==> config.mk <==
export PLATFORM = sky130hd
export DESIGN_NAME = matrix_store_writer
export DESIGN_NICKNAME = d
export VERILOG_FILES = /design/src/rtl/matrix_store_writer.sv
export SDC_FILE = /design/constraint.sdc
export NUM_CORES = 1
export LEC_CHECK = 0
export BUFFER_PORTS_ARGS = -buffer_cell sky130_fd_sc_hd__buf_2
export CORE_MARGIN = 2
export CORE_UTILIZATION = 50
export DETAILED_ROUTE_END_ITERATION = 16
export PLACE_DENSITY = 0.81
export SYNTH_ARGS = -nofsm -noshare
export SYNTH_HDL_FRONTEND = slang
export SYNTH_SLANG_ARGS = --single-unit
==> constraint.sdc <==
create_clock -name clk -period 17 [get_ports clk]
set_input_delay 3.4 -clock clk [delete_from_list [all_inputs] [get_ports clk]]
set_output_delay 3.4 -clock clk [all_outputs]
set_load 0.02 [all_outputs]
==> src/rtl/matrix_store_writer.sv <==
// Streams a matrix (3-word header + rows*cols elements) into slot id of a block-partitioned BRAM.
// Optional idle-data abort is enabled by defining MATRIX_WRITER_TIMEOUT_EN.
module matrix_store_writer #(
    parameter int BLOCK_SIZE     = 1152,
    parameter int DATA_WIDTH     = 32,
    parameter int ADDR_WIDTH     = 14,
    parameter int TIMEOUT_CYCLES = 65535
) (
    input  logic                  clk,
    input  logic                  rst_n,
    input  logic                  write_request,
    output logic                  write_ready,
    input  logic [2:0]            write_matrix_id,
    input  logic [7:0]            write_rows,
    input  logic [7:0]            write_cols,
    input  logic [0:7][7:0]       write_name,
    input  logic [DATA_WIDTH-1:0] write_data,
    input  logic                  write_data_valid,
    output logic                  writer_ready,
    output logic                  write_done,
    output logic                  bram_wr_en,
    output logic [ADDR_WIDTH-1:0] bram_wr_addr,
    output logic [DATA_WIDTH-1:0] bram_wr_data,
    output logic                  busy,
    output logic                  error
);

    typedef enum logic [2:0] {IDLE, HDR0, HDR1, HDR2, DATA, DONE, ERR} state_t;

    if (TIMEOUT_CYCLES < 1) begin : g_bad_timeout
        $error("TIMEOUT_CYCLES must be at least 1");
    end

    state_t                state;
    logic [ADDR_WIDTH-1:0] next_addr;
    logic [15:0]           remaining;
    logic [0:7][7:0]       name_q;

    // Request decode, evaluated only in IDLE where the request can be accepted.
    logic [15:0]           req_count;
    logic                  req_bad;
    logic [ADDR_WIDTH-1:0] req_base;

    assign req_count = 16'(write_rows) * 16'(write_cols);
    assign req_bad   = (write_rows == 8'd0) || (write_cols == 8'd0) ||
                       (req_count > 16'(BLOCK_SIZE - 3));
    assign req_base  = ADDR_WIDTH'(write_matrix_id) * ADDR_WIDTH'(BLOCK_SIZE);

`ifdef MATRIX_WRITER_TIMEOUT_EN
    localparam int TW = $clog2(TIMEOUT_CYCLES + 1);
    logic [TW-1:0] idle_cnt;
`endif

    always_ff @(posedge clk) begin
        if (!rst_n) begin
            // NOTE: datapath registers are reset too, because the BRAM address/data outputs must read 0 after reset.
            state        <= IDLE;
            write_ready  <= 1'b1;
            writer_ready <= 1'b0;
            write_done   <= 1'b0;
            bram_wr_en   <= 1'b0;
            bram_wr_addr <= '0;
            bram_wr_data <= '0;
            busy         <= 1'b0;
            error        <= 1'b0;
            next_addr    <= '0;
            remaining    <= '0;
            name_q       <= '0;
`ifdef MATRIX_WRITER_TIMEOUT_EN
            idle_cnt     <= '0;
`endif
        end else begin
            bram_wr_en <= 1'b0;
            write_done <= 1'b0;
            error      <= 1'b0;
            case (state)
                IDLE: begin
                    if (write_request) begin
                        write_ready <= 1'b0;
                        busy        <= 1'b1;
                        if (req_bad) begin
                            state <= ERR;
                            error <= 1'b1;
                        end else begin
                            state        <= HDR0;
                            bram_wr_en   <= 1'b1;
                            bram_wr_addr <= req_base;
                            bram_wr_data <= DATA_WIDTH'({16'h0, write_rows, write_cols});
                            next_addr    <= req_base + ADDR_WIDTH'(1);
                            remaining    <= req_count;
                            name_q       <= write_name;
                        end
                    end
                end
                HDR0: begin
                    state        <= HDR1;
                    bram_wr_en   <= 1'b1;
                    bram_wr_addr <= next_addr;
                    bram_wr_data <= DATA_WIDTH'(name_q[0:3]);
                    next_addr    <= next_addr + ADDR_WIDTH'(1);
                end
                HDR1: begin
                    state        <= HDR2;
                    bram_wr_en   <= 1'b1;
                    bram_wr_addr <= next_addr;
                    bram_wr_data <= DATA_WIDTH'(name_q[4:7]);
                    next_addr    <= next_addr + ADDR_WIDTH'(1);
                end
                HDR2: begin
                    state        <= DATA;
                    writer_ready <= 1'b1;
`ifdef MATRIX_WRITER_TIMEOUT_EN
                    idle_cnt     <= '0;
`endif
                end
                DATA: begin
                    if (write_data_valid) begin
                        bram_wr_en   <= 1'b1;
                        bram_wr_addr <= next_addr;
                        bram_wr_data <= write_data;
                        next_addr    <= next_addr + ADDR_WIDTH'(1);
                        remaining    <= remaining - 16'd1;
`ifdef MATRIX_WRITER_TIMEOUT_EN
                        idle_cnt     <= '0;
`endif
                        if (remaining == 16'd1) begin
                            state        <= DONE;
                            writer_ready <= 1'b0;
                            write_done   <= 1'b1;
                        end
                    end
`ifdef MATRIX_WRITER_TIMEOUT_EN
                    else if (idle_cnt == TW'(TIMEOUT_CYCLES - 1)) begin
                        state        <= ERR;
                        writer_ready <= 1'b0;
                        error        <= 1'b1;
                    end else begin
                        idle_cnt <= idle_cnt + TW'(1);
                    end
`endif
                end
                DONE, ERR: begin
                    state       <= IDLE;
                    write_ready <= 1'b1;
                    busy        <= 1'b0;
                end
                default: begin
                    state        <= IDLE;
                    write_ready  <= 1'b1;
                    writer_ready <= 1'b0;
                    busy         <= 1'b0;
                end
            endcase
        end
    end

endmodule

==> qor.yml, run 1 <==
status: "finished clean"
post-synth-top-area-fraction_pct: 31.1
ys_top_cells_by_area: "dfxtp_1, fa_1, nand2_1, nand3_1, ha_1"
total_power_mw: 1.83
whs_path_depth: 2
r2r_slack_ns: 13.89
track_usage_pct: 26.9
path_class: "in -> reg"
finalSetupTns_ns: 0
post_drt_wl_per_cell_um: 17.8
dpl.cell_count: 1523
final_common_cell: "buf_2"
tightest_slew_ns: 1.25
power.leakage_nw: 4.67
dp_hpwl_mm: 19.2
yosys_warnings: 0
cts.sinks: 149
post_cts_resized: 0
power_density_mw_per_mm2: 167
syn-mean-instance-area_um2: 7.93
diodes: 0
layout.nets: 1502
hp-class: "reg -> reg"
fp.dieH_um: 142
ant_nets: 0
routed.top_layer: "met4"
clkLatencyLatePin_ns: 0.42
start_kind: "primary input"
drc_errors: 0
synth-edff-count: 0
grt_max_degree: 91
hold_viol_final: 0
wirelength_mm: 27.7
clock.fmax_mhz: 109
die_area_mm2: 0.0203
die_w_um: 142
dpl_worst_slack_ns: 7.52
synth_area_mm2: 0.00959
p_comb_share_pct: 54.8
timing.slew.headroom_pct: 16.3
max_cap_viol_count: 0
worstPathRequired_ns: 17.32
synth_largest_area_cell: "dfxtp_1"
peakVddDrop_mv: 0.120
critical_path_peak_fanout: 85
synth-async-reset-ratio_pct: 0
slew_viol_final: 0
vias: 9411
cts_tree: "yes"
via_per_inst: 6.05
r2r-start: "state[0]"
wl_met3_mm: 2.75
grt_overflow: 0
syn_to_final_growth_pct: 14.8
endpoint_kind: "register"
reg2regPathDepth: 9
core_area_mm2: 0.0188
fin_util_pct: 58.7
p_int_uw: 973
grt_pass1_wl_mm: 43.9
first_global_vias: 8659
layoutNonFillerInstCount: 1555
drtIter0Drc: 798
cts_made_buffers: 17
antenna_found_initial: 0
placed_cell_area_mm2: 0.0104
cts_max_level: 4
most-common-layout-cells: "buf_2, nand2_1, dfxtp_1"
stdcell_area_mm2: 0.0110
wl_met2_mm: 12.3
switching_share_pct: 47.0
ys_types: 67
synth-main-ff-cell: "dfxtp_1"
ctsLongestPathBuffers: 2
setup_violations: 0
syn_inst: 1210
whs_ns: 0.453
io_buffers: 170
period_needed_ns: 9.14
syn_nets: 1404
root_buffer: "clkbuf_16"
pwr-share-seq_pct: 25.0
wl_met1_mm: 11.9
synth-seq-cells: 149
hold_buffers: 0
arrival_ns: 9.46
fin_crit_sh_pct: 53.7
hold_path_end: "bram_wr_addr[5]"
ys_seq_area_share_pct: 31.1
num_rows: 50
worst_slack_ns: 7.86
initial_core_util_pct: 51.1
worstHoldStart: "bram_wr_addr[5]"
first_pass_iters: 7
p_switching_uw: 862
pin_count: 171
rr_endpoint: "next_addr[10]"
clk_pin_slew_ns: 0.06
drive_gt1_share_pct: 18.2
clkPwrFrac_pct: 20.2
cts_setup_buffers: 0
rsz0062_at_grt: "false"
finClkSkew_ns: 0.0125
gp_congestion: 0.921
==> state kept, by name, summed over array words and instances (netlist names) <==
name	count
bram_wr_addr	14
bram_wr_data	32
bram_wr_en	1
busy	1
error	1
name_q	64
next_addr	14
remaining	16
state	3
write_done	1
write_ready	1
writer_ready	1
==> cell usage after synthesis, drive strengths merged, types with 3 or more instances <==
| cell type | n |
|---|---|
| and2 | 52 |
| ha | 39 |
| clkbuf | 82 |
| a31oi | 9 |
| o311a | 4 |
| o21ai | 105 |
| nor3 | 10 |
| nand3 | 99 |
| nor4 | 8 |
| inv | 56 |
| o21a | 5 |
| nor2 | 44 |
| nand2 | 167 |
| a311oi | 17 |
| a211oi | 7 |
| a221o | 16 |
| and4 | 4 |
| fa | 36 |
| a31o | 7 |
| nor2b | 4 |
| buf | 22 |
| nand4 | 6 |
| and3 | 9 |
| nand2b | 3 |
| dfxtp | 149 |
| a22oi | 34 |
| a21o | 6 |
| o311ai | 5 |
| a21oi | 94 |
| o31a | 4 |
| mux2i | 40 |
| o211ai | 5 |
| o31ai | 8 |
| o22ai | 7 |
| or2 | 7 |
| or3 | 8 |
| or4 | 3 |
==> cell type report <==
cell class	instances	area, µm²
clock inverter	14	153
tap	234	293
inverter	58	218
sequential	149	2980
clock buffer	18	429
fill	1757	7760
timing repair buffer	183	951
multi-input combinational	899	5980
==> critical path, stage by stage <==
cell      delay (ns)
buf_2           0.20
nand2_1         0.12
fa_1            0.51
fa_1            0.55
inv_1           0.05
fa_1            0.53
inv_1           0.06
fa_1            0.53
inv_1           0.04
ha_1            0.35
a21o_1          0.25
a221oi_1        0.31
o311ai_1        0.20
a211oi_1        0.30
o32a_1          0.23
and4_2          0.23
buf_4           0.70
a31oi_4         0.13
buf_4           0.38
o311ai_1        0.35
==> cell families after synthesis <==
| group | count (synthesis) | synth area share, % |
|---|---|---|
| buffers and inverters | 162 | 6.88 |
| adders and majority gates | 75 | 12.6 |
| DFF | 149 | 31.1 |
| AOI/OAI and AO/OA | 354 | 23.8 |
| muxes | 40 | 4.17 |
| xor gates and xnor gates | 4 | 0.365 |
| and+or+nand+nor | 426 | 21.0 |
==> power groups by stage <==
stage	clock [mW]	sequential (mW)	combinational, mW
global placement	0	0.462	0.971
CTS	0.374	0.457	0.991
floorplan	0	0.493	0.736
finish	0.370	0.459	1.01
global route	0.388	0.467	1.10
detailed placement	0	0.465	0.987
==> worst max-delay path by stage <==
stage                       start          endpoint  slack [ns]  cells after the start
floorplan           write_cols[7]  bram_wr_addr[13]        8.63                     21
global placement    write_rows[0]     next_addr[10]        7.70                     20
detailed placement  write_rows[0]     next_addr[10]        7.52                     20
CTS                 write_rows[0]     next_addr[10]        7.95                     20
global route        write_cols[7]      next_addr[9]        7.55                     20
finish              write_rows[1]     next_addr[10]        7.86                     20
==> per-layer routing <==
| metal | up-vias | global-route usage (%) |
|---|---|---|
| li1 | 4526 | - |
| met1 | 4375 | 37.6 |
| met2 | 456 | 40.3 |
| met3 | 54 | 7.10 |
| met4 | 0 | 9.22 |
| met5 | - | 0 |
Power figures use the tool's default switching activity.
==> run 2: changes to the inputs <==
--- a/config.mk
+++ b/config.mk
@@ -5,11 +5,12 @@
 export SDC_FILE = /design/constraint.sdc
 export NUM_CORES = 1
 export LEC_CHECK = 0
+export ABC_AREA = 1
 export BUFFER_PORTS_ARGS = -buffer_cell sky130_fd_sc_hd__buf_2
 export CORE_MARGIN = 2
 export CORE_UTILIZATION = 50
 export DETAILED_ROUTE_END_ITERATION = 16
-export PLACE_DENSITY = 0.81
+export PLACE_DENSITY = 0.83
 export SYNTH_ARGS = -nofsm -noshare
 export SYNTH_HDL_FRONTEND = slang
 export SYNTH_SLANG_ARGS = --single-unit
==> constraint.sdc (replaced) <==
create_clock -name clk -period 7.39 [get_ports clk]
set_input_delay 1.478 -clock clk [delete_from_list [all_inputs] [get_ports clk]]
set_output_delay 1.478 -clock clk [all_outputs]
set_load 0.02 [all_outputs]
==> run 2 against run 1 <==
Sequential share of layout area fell by 0.72 points. Combinational power rose to 2.7 times the previous value. Core utilization is 0.35 points lower. Total power grew to 2.6 times the previous value. Setup slack lost 6.8 ns. Largest power group unchanged. Via count is 5.3% higher. Non-clock buffer count unchanged. Register-to-register slack worse by 10 ns. Area after synthesis is 2.8% higher. First-iteration DRC count increased by 1.4%. Clock power rose by 140%.
==> qor.yml, run 2 <==
wirelength_mm: 26.3
top_regs: "name_q: 64 flops, bram_wr_data: 32 flops, remaining: 16 flops"
synth-main-ff-cell: "dfxtp_1"
switching_share_pct: 49.2
grt_max_degree: 129
core_area_mm2: 0.0194
synth-edff-count: 0
setup_violations: 0
path_common_cell: "nand2_1"
cts_made_buffers: 17
post_drt_wl_per_cell_um: 13.7
synth-async-reset-ratio_pct: 0
first_pass_iters: 5
hold_buffers: 0
layout.nets: 1837
dp_hpwl_mm: 17.9
slowest_delay_ns: 0.86
grt_overflow: 0
syn-mean-instance-area_um2: 6.43
hold_viol_final: 0
cts_setup_buffers: 0
cts.sinks: 149
synth-seq-cells: 149
p_comb_share_pct: 57.1
drive_gt1_share_pct: 13.8
synth.most_common_cell: "nand2_1"
first_global_vias: 9075
whs_path_depth: 2
clkLatencyLatePin_ns: 0.44
synth_common_cells: "nand2_1, nor2_1, inv_1"
power.leakage_nw: 6.19
p_int_mw: 2.42
period_needed_ns: 6.34
critical_path_peak_fanout: 128
finalSetupTns_ns: 0
cpMaxStageDelayCell: "buf_4"
syn_to_final_growth_pct: 14.8
drc_errors: 0
slew_viol_final: 0
cp_top_family: "adder cells"
layoutNonFillerInstCount: 1921
pin_count: 171
fin_crit_sh_pct: 85.8
via_per_inst: 5.16
gp_congestion: 0.868
timing.slew.headroom_pct: 19.0
cp.buffers_inverters: 7
cts_max_level: 4
most-common-layout-cells: "nand2_1, nor2_1, inv_1"
antenna_found_initial: 1
regMostFlops: "name_q"
vias: 9913
die_area_mm2: 0.0208
grt_pass1_wl_mm: 43.5
power_density_mw_per_mm2: 422
max_cap_viol_count: 0
status: "finished clean"
peakVddDrop_mv: 0.283
path_class: "in -> reg"
largest_reg_flops: 64
pwr-share-seq_pct: 24.1
critical_path_depth: 27
ant_nets: 0
yosys_warnings: 0
num_rows: 51
post_cts_resized: 0
tightest_slew_ns: 1.21
clkPwrFrac_pct: 18.8
track_usage_pct: 25.9
clock.fmax_mhz: 158
io_buffers: 170
drtIter0Drc: 809
final_common_cell: "nand2_1"
reg2regPathDepth: 12
hp-class: "reg -> reg"
synth_largest_area_cell: "dfxtp_1"
ys_seq_area_share_pct: 30.3
ys_top_cells_by_area: "dfxtp_1, nand2_1, nor2_1, inv_1, fa_1"
syn_inst: 1532
start_kind: "primary input"
total_power_mw: 4.77
cts_tree: "yes"
initial_core_util_pct: 50.8
fp.dieH_um: 144
ys_types: 35
post-synth-top-area-fraction_pct: 30.3
root_buffer: "clkbuf_16"
synth_area_mm2: 0.00986
ctsLongestPathBuffers: 2
syn_nets: 1726
die_w_um: 144
endpoint_kind: "register"
p_switching_mw: 2.35
rsz0062_at_grt: "false"
finClkSkew_ns: 0.00990
dpl.cell_count: 1889
clk_pin_slew_ns: 0.07
arrival_ns: 6.67
worstPathRequired_ns: 7.72
run 2: metal layers:
metal / wire (µm) / share of wire, % / vias to the layer above / global-route usage [%]
met5: 0 / 0 / - / 0
met3: 2120 / 8.1 / 53 / 4.90
met2: 12200 / 46 / 390 / 42.3
li1: - / - / 4972 / -
met4: 569 / 2.2 / 0 / 8.84
met1: 11400 / 43 / 4498 / 34.6
run 2: path summary, 6_finish.rpt:
check                                       from               end  slack (ns)
worst max-delay path               write_cols[4]        name_q[16]        1.05
worst max register to register          state[0]      next_addr[9]        3.82
worst min-delay path            bram_wr_data[24]  bram_wr_data[24]        0.46
worst min register to register  bram_wr_data[24]  bram_wr_data[24]        0.46
run 2: kinds of logic after synthesis:
family	after synthesis	synth area share (%)
adder cells (fa/ha/maj)	75	12.3
AND/OR/NAND/NOR	796	32.6
flip-flops	149	30.3
buffers and inverters	323	13.4
multiplexers	2	0.203
AO/OA/AOI/OAI	178	10.5
XOR/XNOR	9	0.800
run 2: stage by stage:
step                setup slack (ns)  utilization [%]  area (µm²)  hold WS [ns]
floorplan                       1.54                -        9860         0.452
global placement               0.807             55.2       10700         0.448
detailed placement             0.716             55.2       10700         0.449
CTS                             1.10             58.3       11300         0.460
global route                   0.590             58.3       11300         0.477
finish                          1.05             58.3       11300         0.458
run 2: worst min-delay path, cell delays in order (launching register included):
cell     delay, ns
dfxtp_1       0.31
nand2_1       0.06
a21oi_1       0.05
run 2: power by group through the flow:
| stage | combinational, mW | sequential [mW] | clock (mW) |
|---|---|---|---|
| 2_1_floorplan | 2.09 | 1.22 | 0 |
| 3_3_place_gp | 2.63 | 1.16 | 0 |
| 3_5_place_dp | 2.68 | 1.16 | 0 |
| 4_1_cts | 2.70 | 1.15 | 0.900 |
| 5_1_grt | 3.11 | 1.17 | 0.936 |
| 6_report | 2.72 | 1.15 | 0.895 |
run 2: cell type report:
class	count	area [µm²]
Fill cell	1859	8090
Multi-Input combinational cell	1060	5580
Sequential cell	149	2980
Timing Repair Buffer	183	951
Inverter	232	871
Clock buffer	17	425
Tap cell	265	332
Clock inverter	14	166
Antenna cell	1	2.50
